[src/rtl/mem_arbiter_if.sv]
// Request/response bundle between the IF and MEM stages, the shared byte-wide RAM
// port and the pipeline stall line. The arbiter connects to the slave modport.
interface mem_arbiter_if;
  logic        if_req_i;
  logic [31:0] if_addr_i;
  logic        if_flush_i;
  logic [31:0] if_data_o;
  logic        if_done_o;

  logic        mem_req_i;
  logic        mem_we_i;
  logic [31:0] mem_addr_i;
  logic [1:0]  mem_len_i;
  logic [31:0] mem_wdata_i;
  logic [31:0] mem_rdata_o;
  logic        mem_done_o;

  logic [7:0]  ram_din_i;
  logic [7:0]  ram_dout_o;
  logic [31:0] ram_a_o;
  logic        ram_wr_o;

  logic        stallreq_o;

  modport slave (
    input  if_req_i, if_addr_i, if_flush_i,
    output if_data_o, if_done_o,
    input  mem_req_i, mem_we_i, mem_addr_i, mem_len_i, mem_wdata_i,
    output mem_rdata_o, mem_done_o,
    input  ram_din_i,
    output ram_dout_o, ram_a_o, ram_wr_o,
    output stallreq_o
  );

  modport master (
    output if_req_i, if_addr_i, if_flush_i,
    input  if_data_o, if_done_o,
    output mem_req_i, mem_we_i, mem_addr_i, mem_len_i, mem_wdata_i,
    input  mem_rdata_o, mem_done_o,
    output ram_din_i,
    input  ram_dout_o, ram_a_o, ram_wr_o,
    input  stallreq_o
  );
endinterface

[src/rtl/mem_arbiter.sv]
// Byte-serial RAM port arbiter for IF and MEM; splits/assembles 1/2/4-byte transfers
// little-endian. Define MEM_ARB_RR_EN for round-robin arbitration (default: MEM wins).
module mem_arbiter #(
  parameter int RAM_LAT = 1
) (
  input logic          clk,
  input logic          rst,
  mem_arbiter_if.slave bus
);

  typedef enum logic [1:0] {
    S_IDLE,
    S_XFER,
    S_WAIT,
    S_DONE
  } state_t;

  typedef enum logic {
    G_IF,
    G_MEM
  } grant_t;

  state_t             r_state;
  state_t             w_state_next;
  grant_t             r_grant;
  grant_t             w_grant_sel;
  logic               w_take;
  logic               w_if_ok;
  logic               w_abort;
  logic               w_issue;
  logic               w_cap;
  logic               w_if_done;
  logic               w_mem_done;

  logic [31:0]        r_addr;
  logic               r_we;
  logic [31:0]        r_wdata;
  logic [1:0]         r_last;
  logic [1:0]         r_cnt;
  logic [1:0]         r_cap_idx;
  logic [RAM_LAT-1:0] r_pipe;
  logic [31:0]        r_buf;
  logic [31:0]        r_if_hold;
  logic [31:0]        r_mem_hold;
  logic [1:0]         w_len_last;

`ifdef MEM_ARB_RR_EN
  grant_t             r_last_grant;
`endif

  // A request arriving together with a flush is a fetch the branch already killed.
  assign w_if_ok = bus.if_req_i & ~bus.if_flush_i;

  always_comb begin
    w_take      = bus.mem_req_i | w_if_ok;
    w_grant_sel = bus.mem_req_i ? G_MEM : G_IF;
`ifdef MEM_ARB_RR_EN
    if (bus.mem_req_i && w_if_ok) begin
      w_grant_sel = (r_last_grant == G_MEM) ? G_IF : G_MEM;
    end
`endif
  end

  always_comb begin
    unique case (bus.mem_len_i)
      2'd0:    w_len_last = 2'd0;
      2'd1:    w_len_last = 2'd1;
      default: w_len_last = 2'd3;
    endcase
  end

  assign w_abort = (r_grant == G_IF) && bus.if_flush_i && (r_state != S_IDLE);
  assign w_issue = (r_state == S_XFER) && !r_we && !w_abort;
  // The oldest pipe stage marks a read byte whose data is on ram_din_i this cycle.
  assign w_cap   = r_pipe[RAM_LAT-1];

  // NOTE: every signal driven here gets a default first so no path can infer a latch.
  always_comb begin
    w_state_next = r_state;
    unique case (r_state)
      S_IDLE: begin
        if (w_take) w_state_next = S_XFER;
      end
      S_XFER: begin
        if (w_abort)               w_state_next = S_IDLE;
        else if (r_cnt == r_last)  w_state_next = r_we ? S_DONE : S_WAIT;
      end
      S_WAIT: begin
        if (w_abort)                           w_state_next = S_IDLE;
        else if (w_cap && r_cap_idx == r_last) w_state_next = S_DONE;
      end
      S_DONE: begin
        w_state_next = S_IDLE;
      end
      default: w_state_next = S_IDLE;
    endcase
  end

  always_comb begin
    bus.ram_a_o    = '0;
    bus.ram_wr_o   = 1'b0;
    bus.ram_dout_o = '0;
    if (r_state == S_XFER) begin
      bus.ram_a_o = r_addr + {30'd0, r_cnt};
      if (r_we) begin
        bus.ram_wr_o   = 1'b1;
        bus.ram_dout_o = r_wdata[{r_cnt, 3'b000} +: 8];
      end
    end
  end

  assign w_if_done  = (r_state == S_DONE) && (r_grant == G_IF) && !bus.if_flush_i;
  assign w_mem_done = (r_state == S_DONE) && (r_grant == G_MEM);

  assign bus.if_done_o   = w_if_done;
  assign bus.mem_done_o  = w_mem_done;
  assign bus.if_data_o   = w_if_done  ? r_buf : r_if_hold;
  assign bus.mem_rdata_o = w_mem_done ? r_buf : r_mem_hold;

  assign bus.stallreq_o = (bus.if_req_i & ~w_if_done) | (bus.mem_req_i & ~w_mem_done);

  // NOTE: state is updated with non-blocking assignments so every register samples
  // the pre-edge values, independent of statement order.
  always_ff @(posedge clk) begin
    if (!rst) begin
      r_state    <= S_IDLE;
      r_grant    <= G_MEM;
      r_addr     <= '0;
      r_we       <= 1'b0;
      r_wdata    <= '0;
      r_last     <= '0;
      r_cnt      <= '0;
      r_cap_idx  <= '0;
      r_pipe     <= '0;
      r_buf      <= '0;
      r_if_hold  <= '0;
      r_mem_hold <= '0;
`ifdef MEM_ARB_RR_EN
      r_last_grant <= G_MEM;
`endif
    end else begin
      r_state <= w_state_next;

      // Flushing the pipe on abort and in IDLE drops bytes still in flight.
      if (r_state == S_IDLE || w_abort) r_pipe <= '0;
      else                              r_pipe <= RAM_LAT'({r_pipe, w_issue});

      if (r_state == S_IDLE) begin
        if (w_take) begin
          r_grant   <= w_grant_sel;
          r_cnt     <= '0;
          r_cap_idx <= '0;
          r_buf     <= '0;
`ifdef MEM_ARB_RR_EN
          r_last_grant <= w_grant_sel;
`endif
          if (w_grant_sel == G_MEM) begin
            r_addr  <= bus.mem_addr_i;
            r_we    <= bus.mem_we_i;
            r_wdata <= bus.mem_wdata_i;
            r_last  <= w_len_last;
          end else begin
            r_addr  <= bus.if_addr_i;
            r_we    <= 1'b0;
            r_wdata <= '0;
            r_last  <= 2'd3;
          end
        end
      end else begin
        if (r_state == S_XFER) r_cnt <= r_cnt + 2'd1;
        if (w_cap) begin
          r_buf[{r_cap_idx, 3'b000} +: 8] <= bus.ram_din_i;
          r_cap_idx                       <= r_cap_idx + 2'd1;
        end
      end

      if (w_if_done)  r_if_hold  <= r_buf;
      if (w_mem_done) r_mem_hold <= r_buf;
    end
  end

endmodule
[src/flat_wrapper.sv]
// flat-port wrapper written by rule: the top's interface ports become plain ports
module mem_arbiter_flat 
#(
  parameter int RAM_LAT = 1
)
  (clk, rst, bus_if_req_i, bus_if_addr_i, bus_if_flush_i, bus_if_data_o, bus_if_done_o, bus_mem_req_i, bus_mem_we_i, bus_mem_addr_i, bus_mem_len_i, bus_mem_wdata_i, bus_mem_rdata_o, bus_mem_done_o, bus_ram_din_i, bus_ram_dout_o, bus_ram_a_o, bus_ram_wr_o, bus_stallreq_o);
  mem_arbiter_if bus_i ();
  input logic clk;
  input logic rst;
  input wire logic [$bits(bus_i.if_req_i)-1:0] bus_if_req_i;
  input wire logic [$bits(bus_i.if_addr_i)-1:0] bus_if_addr_i;
  input wire logic [$bits(bus_i.if_flush_i)-1:0] bus_if_flush_i;
  output wire logic [$bits(bus_i.if_data_o)-1:0] bus_if_data_o;
  output wire logic [$bits(bus_i.if_done_o)-1:0] bus_if_done_o;
  input wire logic [$bits(bus_i.mem_req_i)-1:0] bus_mem_req_i;
  input wire logic [$bits(bus_i.mem_we_i)-1:0] bus_mem_we_i;
  input wire logic [$bits(bus_i.mem_addr_i)-1:0] bus_mem_addr_i;
  input wire logic [$bits(bus_i.mem_len_i)-1:0] bus_mem_len_i;
  input wire logic [$bits(bus_i.mem_wdata_i)-1:0] bus_mem_wdata_i;
  output wire logic [$bits(bus_i.mem_rdata_o)-1:0] bus_mem_rdata_o;
  output wire logic [$bits(bus_i.mem_done_o)-1:0] bus_mem_done_o;
  input wire logic [$bits(bus_i.ram_din_i)-1:0] bus_ram_din_i;
  output wire logic [$bits(bus_i.ram_dout_o)-1:0] bus_ram_dout_o;
  output wire logic [$bits(bus_i.ram_a_o)-1:0] bus_ram_a_o;
  output wire logic [$bits(bus_i.ram_wr_o)-1:0] bus_ram_wr_o;
  output wire logic [$bits(bus_i.stallreq_o)-1:0] bus_stallreq_o;
  assign bus_i.if_req_i = bus_if_req_i;
  assign bus_i.if_addr_i = bus_if_addr_i;
  assign bus_i.if_flush_i = bus_if_flush_i;
  assign bus_if_data_o = bus_i.if_data_o;
  assign bus_if_done_o = bus_i.if_done_o;
  assign bus_i.mem_req_i = bus_mem_req_i;
  assign bus_i.mem_we_i = bus_mem_we_i;
  assign bus_i.mem_addr_i = bus_mem_addr_i;
  assign bus_i.mem_len_i = bus_mem_len_i;
  assign bus_i.mem_wdata_i = bus_mem_wdata_i;
  assign bus_mem_rdata_o = bus_i.mem_rdata_o;
  assign bus_mem_done_o = bus_i.mem_done_o;
  assign bus_i.ram_din_i = bus_ram_din_i;
  assign bus_ram_dout_o = bus_i.ram_dout_o;
  assign bus_ram_a_o = bus_i.ram_a_o;
  assign bus_ram_wr_o = bus_i.ram_wr_o;
  assign bus_stallreq_o = bus_i.stallreq_o;
  mem_arbiter #(.RAM_LAT(RAM_LAT)) u_core (.clk(clk), .rst(rst), .bus(bus_i));
endmodule
[config.mk]
export PLATFORM = sky130hd
export DESIGN_NAME = mem_arbiter_flat
export DESIGN_NICKNAME = d
export VERILOG_FILES = /design/src/rtl/mem_arbiter_if.sv /design/src/rtl/mem_arbiter.sv /design/src/flat_wrapper.sv
export SDC_FILE = /design/constraint.sdc
export NUM_CORES = 1
export LEC_CHECK = 0
export ABC_AREA = 1
export BUFFER_PORTS_ARGS = -buffer_cell sky130_fd_sc_hd__buf_2
export CORE_MARGIN = 8
export CORE_UTILIZATION = 54
export CTS_CLUSTER_SIZE = 30
export DETAILED_ROUTE_END_ITERATION = 16
export PLACE_DENSITY_LB_ADDON = 0.1
export SKIP_LAST_GASP = 1
export SLEW_MARGIN = 15
export SYNTH_ARGS = -nofsm -noshare
export SYNTH_HDL_FRONTEND = slang
export SYNTH_SLANG_ARGS = --single-unit
[constraint.sdc]
create_clock -name clk -period 4.05 [get_ports clk]
set_input_delay 0.81 -clock clk [delete_from_list [all_inputs] [get_ports clk]]
set_output_delay 0.81 -clock clk [all_outputs]
set_load 0.02 [all_outputs]
After elaboration in Yosys (flattened, before gate mapping)
Cells that the tools add are included.

Flip-flop bits (word level): 171. Word-level logic and storage cells: 89.

Equal/unequal tests: 9. Muxes and demuxes: 29. $add $sub $neg: 4. Reductions and logical operators: 22. Shift operators: 3. Bitwise operators: 10.

Operators by type and width (number): two-way mux 32 bit (8); adder 32 x 2 -> 32 bit (1); bitwise mux 32 bit (1); variable shift 8 x 7 -> 32 bit (first input constant) (1); variable part select 32 x 6 -> 8 bit (1); variable part select 8 x 7 -> 32 bit (1); two-way mux 2 bit (11); two-way mux 8 bit (2); logical AND 1 bit (8); one-hot mux 2 bit (4 select lines) (1); negator 5 -> 7 bit (1); AND reduction 2 bit (3); nonzero test 2 bit (3); two-way mux 1 bit (5); inverter 1 bit (5); adder 2 x 1 -> 2 bit (second input constant) (2); == test 2 x 1 -> 1 bit (second input constant) (2); == test 2 bit (2); == test 2 bit (second input constant) (2); logical NOT 2 bit (2); one-hot mux 2 bit (2 select lines) (1); bitwise AND 1 bit (3); logical NOT 1 bit (3); inequality test 3 x 1 -> 1 bit (second input constant) (1); other kinds (6) (7).

Longest topological paths before layout
Gate-level depths: netlist of run 1.

Depth after elaboration: 6. Gate-level depth with buffers: 12.

Worst setup path after synthesis of run 1
Ideal clock, no wire load.

Path type: flip-flop to output port. From: reg u_core.r_cnt[0]. To: out bus_ram_a_o[30]. Cell stages (with the launch flop): 10. Path buffers: 0. Slack: 1.440 ns. Arrival time: 1.800 ns. Cells stage by stage: dfxtp_1 > ha_1 > fa_1 > nand2_1 > inv_1 > nand3_1 > nor2_1 > nand2_1 > nor2_1 > nor3_1.

Word-level cells in the longest chain between the ends: 2.

RTL lines: from (decl) (RTL line mem_arbiter.sv:39) `logic [1:0] r_cnt;`; from (signal assigned) (RTL line mem_arbiter.sv:170) `if (r_state == S_XFER) r_cnt <= r_cnt + 2'd1;`; adder 32 x 2 -> 32 bit (RTL line mem_arbiter.sv:104) `bus.ram_a_o = r_addr + {30'd0, r_cnt};`; two-way mux 32 bit (RTL line mem_arbiter.sv:103) `if (r_state == S_XFER) begin`; to (decl) (RTL line flat_wrapper.sv:24) `output wire logic [$bits(bus_i.ram_a_o)-1:0] bus_ram_a_o;`.

Every way passes these cells.

Worst setup path in the final report of run 1
From: reg u_core.r_state[0]. To: out bus_ram_a_o[15].

Word-level cells in the longest chain between the ends: 2.

RTL lines: from (decl) (RTL line mem_arbiter.sv:23) `state_t r_state;`; from (signal assigned) (RTL line mem_arbiter.sv:142) `r_state <= w_state_next;`; == test 2 x 1 -> 1 bit (RTL line mem_arbiter.sv:103); two-way mux 32 bit (RTL line mem_arbiter.sv:103).

Every way passes these cells.

==> results of run 1 <==
[routing by layer]
| metal | vias to the layer above | track usage (%) | wire, um |
|---|---|---|---|
| met5 | - | 0 | 10 |
| met4 | 2 | 7.070 | 414 |
| met3 | 30 | 6.550 | 1558 |
| met2 | 268 | 39.76 | 11510 |
| met1 | 3772 | 28.93 | 10360 |
| li1 | 4388 | - | - |
[cell type report]
type                    instances  area share, %
multi-input cells             860          40.38
flip-flops and latches        171          33.61
repair buffers                231          11.65
inverters                     158          5.823
clock buffers                  17          4.177
well taps                     211          2.592
clock inverters                15          1.769
[report_power, final]
part,leakage [nW],internal (mW),switching (mW)
clock,0.285,0.933,0.741
combinational,3.31,0.729,1.54
sequential,1.40,2.09,0.303
[sequential cells by signal (all words and copies together), names as in the netlist]
signal / flops
u_core.r_cap_idx: 2
u_core.r_last: 2
u_core.r_addr: 32
u_core.r_cnt: 2
u_core.r_pipe: 1
u_core.r_if_hold: 32
u_core.r_mem_hold: 32
u_core.r_buf: 32
u_core.r_grant: 1
u_core.r_wdata: 32
u_core.r_we: 1
u_core.r_state: 2
[cells in the final DEF, fill, tap and decap left out, types with 2 or more instances in the layout]
cell type	instances
dfxtp_1	171
inv_1	152
ha_1	6
or2_2	65
nand3_1	20
inv_2	6
clkinvlp_4	4
a31oi_1	33
o21ai_0	97
xor2_1	4
nand4_1	2
bufinv_16	2
o21ai_1	33
a211oi_1	33
buf_4	12
inv_6	4
xnor2_1	2
nor3_1	8
a21oi_1	125
clkbuf_16	17
nand2_1	243
nand2_2	6
nor2_1	173
inv_8	3
buf_2	219
[cells by family (layout without fill, tap and decap cells)]
group	count (synthesis)	count (layout)	share of synthesized area, %
buffers and inverters	225	421	10.76
adders and majority gates	7	7	1.127
AOI/OAI and AO/OA	324	324	20.77
and+or+nand+nor	523	523	26.15
DFF	171	171	40.56
xor gates and xnor gates	6	6	0.6227
[metrics by stage]
| step | power (mW) | hold slack (ns) | utilization [%] |
|---|---|---|---|
| 2_1_floorplan | 4.057 | 0.4255 | - |
| 3_3_place_gp | 4.661 | 0.4460 | 62.78 |
| 3_5_place_dp | 4.685 | 0.4508 | 62.78 |
| 4_1_cts | 6.363 | 0.4618 | 66.75 |
| 5_1_grt | 6.780 | 0.4779 | 66.75 |
| 6_report | 6.338 | 0.4606 | 66.75 |
[worst max-delay path, stage by stage (launching register included)]
cell	delay [ns]
dfxtp_1	0.39
nand2_1	0.48
inv_1	0.64
o21ai_0	0.19
a21oi_1	0.21
buf_2	0.20
[worst max-delay path by stage]
stage | start | end | slack, ns | cells past startpoint
6_report | u_core.r_state[0] | bus_ram_a_o[15] | 0.70 | 5
5_1_grt | u_core.r_state[1] | bus_ram_a_o[4] | 0.47 | 6
3_3_place_gp | bus_if_flush_i | bus_if_data_o[0] | 1.03 | 6
3_5_place_dp | bus_if_flush_i | bus_if_data_o[31] | 0.92 | 6
4_1_cts | u_core.r_state[0] | bus_ram_a_o[4] | 0.70 | 5
2_1_floorplan | u_core.r_cnt[0] | bus_ram_a_o[30] | 1.44 | 9
==> impl_metrics.tcl, run 1 <==
set metrics [dict create \
    status "finished clean" \
    setup_slack_ns 0.6980 \
    p_per_area_nw_per_um2 622.3 \
    ios 220 \
    vias 8460 \
    min_path_type "register to register" \
    final_cells 1663 \
    synth_edf_count 0 \
    synth.distinct_cells 31 \
    syn-num-nets 1375 \
    grt_pass1_wl_um 38760 \
    grt_use_total_pct 23.66 \
    synth.cell_area_sq_um 8439 \
    start_util_pct 55.31 \
    antenna_found_initial 1 \
    ys_warn_count 0 \
    firstDrtPassIters 5 \
    synth_seq_cells 171 \
    end_kind "output port" \
    numCtsBuffers 17 \
    finalSetupTns_ns 0 \
    p_leak_nw 4.994 \
    synth_top_area_share_pct 40.56 \
    postLayoutCellArea_sq_um 10180 \
    cts_tree "yes" \
    insertion_delay_ns 0.42 \
    hpwl_um 17350 \
    grt_pass1_vias 7903 \
    h-tree-depth 4 \
    path_class "register to output port" \
    grt_max_degree 69 \
    min_from "u_core.r_wdata[14]" \
    period_minus_slack_ns 3.352 \
    grt_overflow 0 \
    dieWidth_um 141.0 \
    yosys-top-cells-area "dfxtp_1, nand2_1, nor2_1" \
    diodes 0 \
    hold_end "u_core.r_wdata[14]" \
    synthFlopType "dfxtp_1" \
    tightest_slew_ns 0.7773 \
    preCtsSetupSlack_ns 0.9243 \
    r2r_end "u_core.r_buf[26]" \
    drt-vias-per-instance 5.087 \
    ctsHoldBuffers 0 \
    gp_congestion 0.9347 \
    multi_input_area_sq_um 4113 \
    rrSetupSlack_ns 2.01 \
    avgSynthCellArea_sq_um 6.719 \
    postPlaceCellArea_sq_um 9579 \
    cts_num_sinks 171 \
    max_freq_mhz 298.3 \
    crit_fanout 22 \
    synth_most_common_cell "nand2_1" \
    clk_pin_slew_ns 0.07 \
    syn_inst 1256 \
    die_area_sq_um 19890 \
    post_cts.repair.setup_buffers 0 \
    num_rows 45 \
    async_flop_share_pct 0 \
    irDropWorstVdd_mv 0.3370 \
    critPathRequiredTime_ns 3.24 \
    finalCritPeriodShare_pct 82.76 \
    cts.repair.resized 0 \
    portBuffers 219 \
    ctsRootBufferMaster "clkbuf_16" \
    relSlewSlack_pct 48.06 \
    slew_violations 0 \
    routedWlPerCell_um 14.34 \
    worst-r2r-cell-count 7 \
    finClkSkew_ns 0.009346 \
    fillers 1474 \
    yosysTopAreaCell "dfxtp_1" \
    dpl.cell_count 1631 \
    maxCapViolations 0 \
    drtIter0Drc 650 \
    ys_seq_area_share_pct 40.56 \
    area_growth_pct 20.68 \
    rsz0062_at_grt "no" \
    crit_path_start_kind "register" \
    final-seq-area_sq_um 3423 \
    dieHeight_um 141.0 \
    finalHoldViolCount 0 \
    cp.arrival_ns 2.54 \
    route.antenna.remaining_nets 0 \
    drive_above_1_share_pct 23.69 \
    rr_startpoint "u_core.r_cap_idx[0]" \
    setup-violations-final 0 \
    min_path_cells 2 \
    yosys-top-cells-count "nand2_1, nor2_1, dfxtp_1, inv_1, a21oi_1" \
    nets 1558 \
    drc 0 \
    core_sq_um 15260 \
    wl_um 23850 \
    clock_path_buffers 2 \
]
Note: power is estimated with default switching activity, not from simulation.
==> run 2: changes to the inputs <==
- CORE_UTILIZATION: 54 -> 53
- clock period: 4.05 -> 3.2 ns (I/O delays scaled with it)
==> run 2 against run 1 <==
  * Die area increased by 1.7%
  * Worst hold slack got worse by 0.0024 ns
  * Core utilization decreased by 1.8 points
  * Register-to-register slack got worse by 0.86 ns
  * Worst setup slack got worse by 0.45 ns
  * Routed wire length increased by 0.76%
  * Critical path type unchanged
  * Highest routed layer unchanged
==> impl_metrics.tcl, run 2 (synthesis results as in run 1) <==
set metrics [dict create \
    mostFrequentLayoutCells "nand2_1, buf_2, nor2_1" \
    antenna_found_initial 1 \
    finalHoldViolCount 0 \
    worst_hold_slack_ns 0.4582 \
    numCtsBuffers 17 \
    core_sq_um 15710 \
    vias 8419 \
    maxCapViolations 0 \
    end_kind "output port" \
    setup-violations-final 0 \
    gr-usage-met3_pct 5.334 \
    dpl.cell_count 1637 \
    drt-vias-per-instance 5.044 \
    postPlaceCellArea_sq_um 9630 \
    p_leak_nw 5.000 \
    wl_um 24030 \
    drc 0 \
    firstDrtPassIters 5 \
    grt_overflow 0 \
    relSlewSlack_pct 52.05 \
    finalCritPeriodShare_pct 92.16 \
    crit_fanout 4 \
    ctsRootBufferMaster "clkbuf_16" \
    total_power_mw 7.925 \
    area_growth_pct 20.89 \
    cts_tree "yes" \
    h-tree-depth 4 \
    ios 220 \
    cts_num_sinks 171 \
    postLayoutCellArea_sq_um 10200 \
    clk_pin_slew_ns 0.07 \
    dieHeight_um 142.2 \
    start_util_pct 53.71 \
    critPathRequiredTime_ns 2.56 \
    crit_path_start_kind "register" \
    drtIter0Drc 490 \
    grt-busiest-layer "met2" \
    rrSetupSlack_ns 1.15 \
    grtUsageMet1_pct 28.05 \
    slew_violations 0 \
    grt_pass1_wl_um 38460 \
    period_minus_slack_ns 2.949 \
    num_rows 46 \
    final_cells 1669 \
    grt_use_total_pct 23.50 \
    drive_above_1_share_pct 23.76 \
    irDropWorstVdd_mv 0.4341 \
    path_class "register to output port" \
    max_freq_mhz 339.1 \
    insertion_delay_ns 0.43 \
    die_area_sq_um 20220 \
    grt_max_degree 99 \
    finClkSkew_ns 0.007932 \
    tightest_slew_ns 0.7193 \
    route.antenna.remaining_nets 0 \
    routedWlPerCell_um 14.40 \
    met2_usage_pct 40.22 \
    ctsHoldBuffers 0 \
    finalSetupTns_ns 0 \
    grt_pass1_vias 7933 \
    gp_congestion 0.9688 \
    status "finished clean" \
    portBuffers 219 \
    nets 1559 \
    rsz0062_at_grt "no" \
    post_cts.repair.setup_buffers 0 \
    p_per_area_nw_per_um2 776.8 \
    hpwl_um 17370 \
    dieWidth_um 142.2 \
    final_common_cell "nand2_1" \
    clock_path_buffers 2 \
    cp.arrival_ns 2.31 \
    cts.repair.resized 0 \
    min_path_type "input port to register" \
]
[run 2: per-layer routing]
metal	up-vias	wire, um	share of wire, %
li1	4380	-	-
met1	3765	10470	44
met2	230	11530	48
met3	42	1466	6.1
met4	2	552	2.3
met5	-	10	0.042
[run 2: power by group]
group          internal, mW  switching [mW]  total [mW]
registers              2.65           0.385        3.03
logic                 0.939            1.95        2.89
clock network          1.12           0.881        2.00
[run 2: worst paths after layout]
kind / cells past startpoint / endpoint / from
setup / recovery: 10 / bus_ram_a_o[10] / u_core.r_cnt[0]
hold / removal: 3 / u_core.r_wdata[24] / bus_mem_wdata_i[24]
setup reg to reg: 6 / u_core.r_buf[17] / u_core.r_cap_idx[0]
hold reg to reg: 2 / u_core.r_wdata[18] / u_core.r_wdata[18]
[run 2: layout make-up]
type | count | area [sq um]
fillers | 1502 | 5510
multi-input cells | 860 | 4115
flip-flops and latches | 171 | 3423
repair buffers | 232 | 1231
inverters | 158 | 593.1
clock buffers | 19 | 452.9
well taps | 216 | 270.3
clock inverters | 12 | 113.9
diodes | 1 | 2.502
[run 2: through the flow]
stage	setup WS [ns]	utilization, %
2_1_floorplan	0.7602	-
3_3_place_gp	0.7534	61.29
3_5_place_dp	0.7125	61.29
4_1_cts	0.2403	64.90
5_1_grt	0.06400	64.91
6_report	0.2509	64.93
[run 2: critical path, stage by stage (launching register included)]
cell	delay [ns]
dfxtp_1	0.31
ha_1	0.22
fa_1	0.41
nand2_1	0.10
inv_1	0.07
nand3_1	0.16
inv_1	0.09
nand2_1	0.06
inv_1	0.07
a21oi_1	0.20
buf_2	0.20
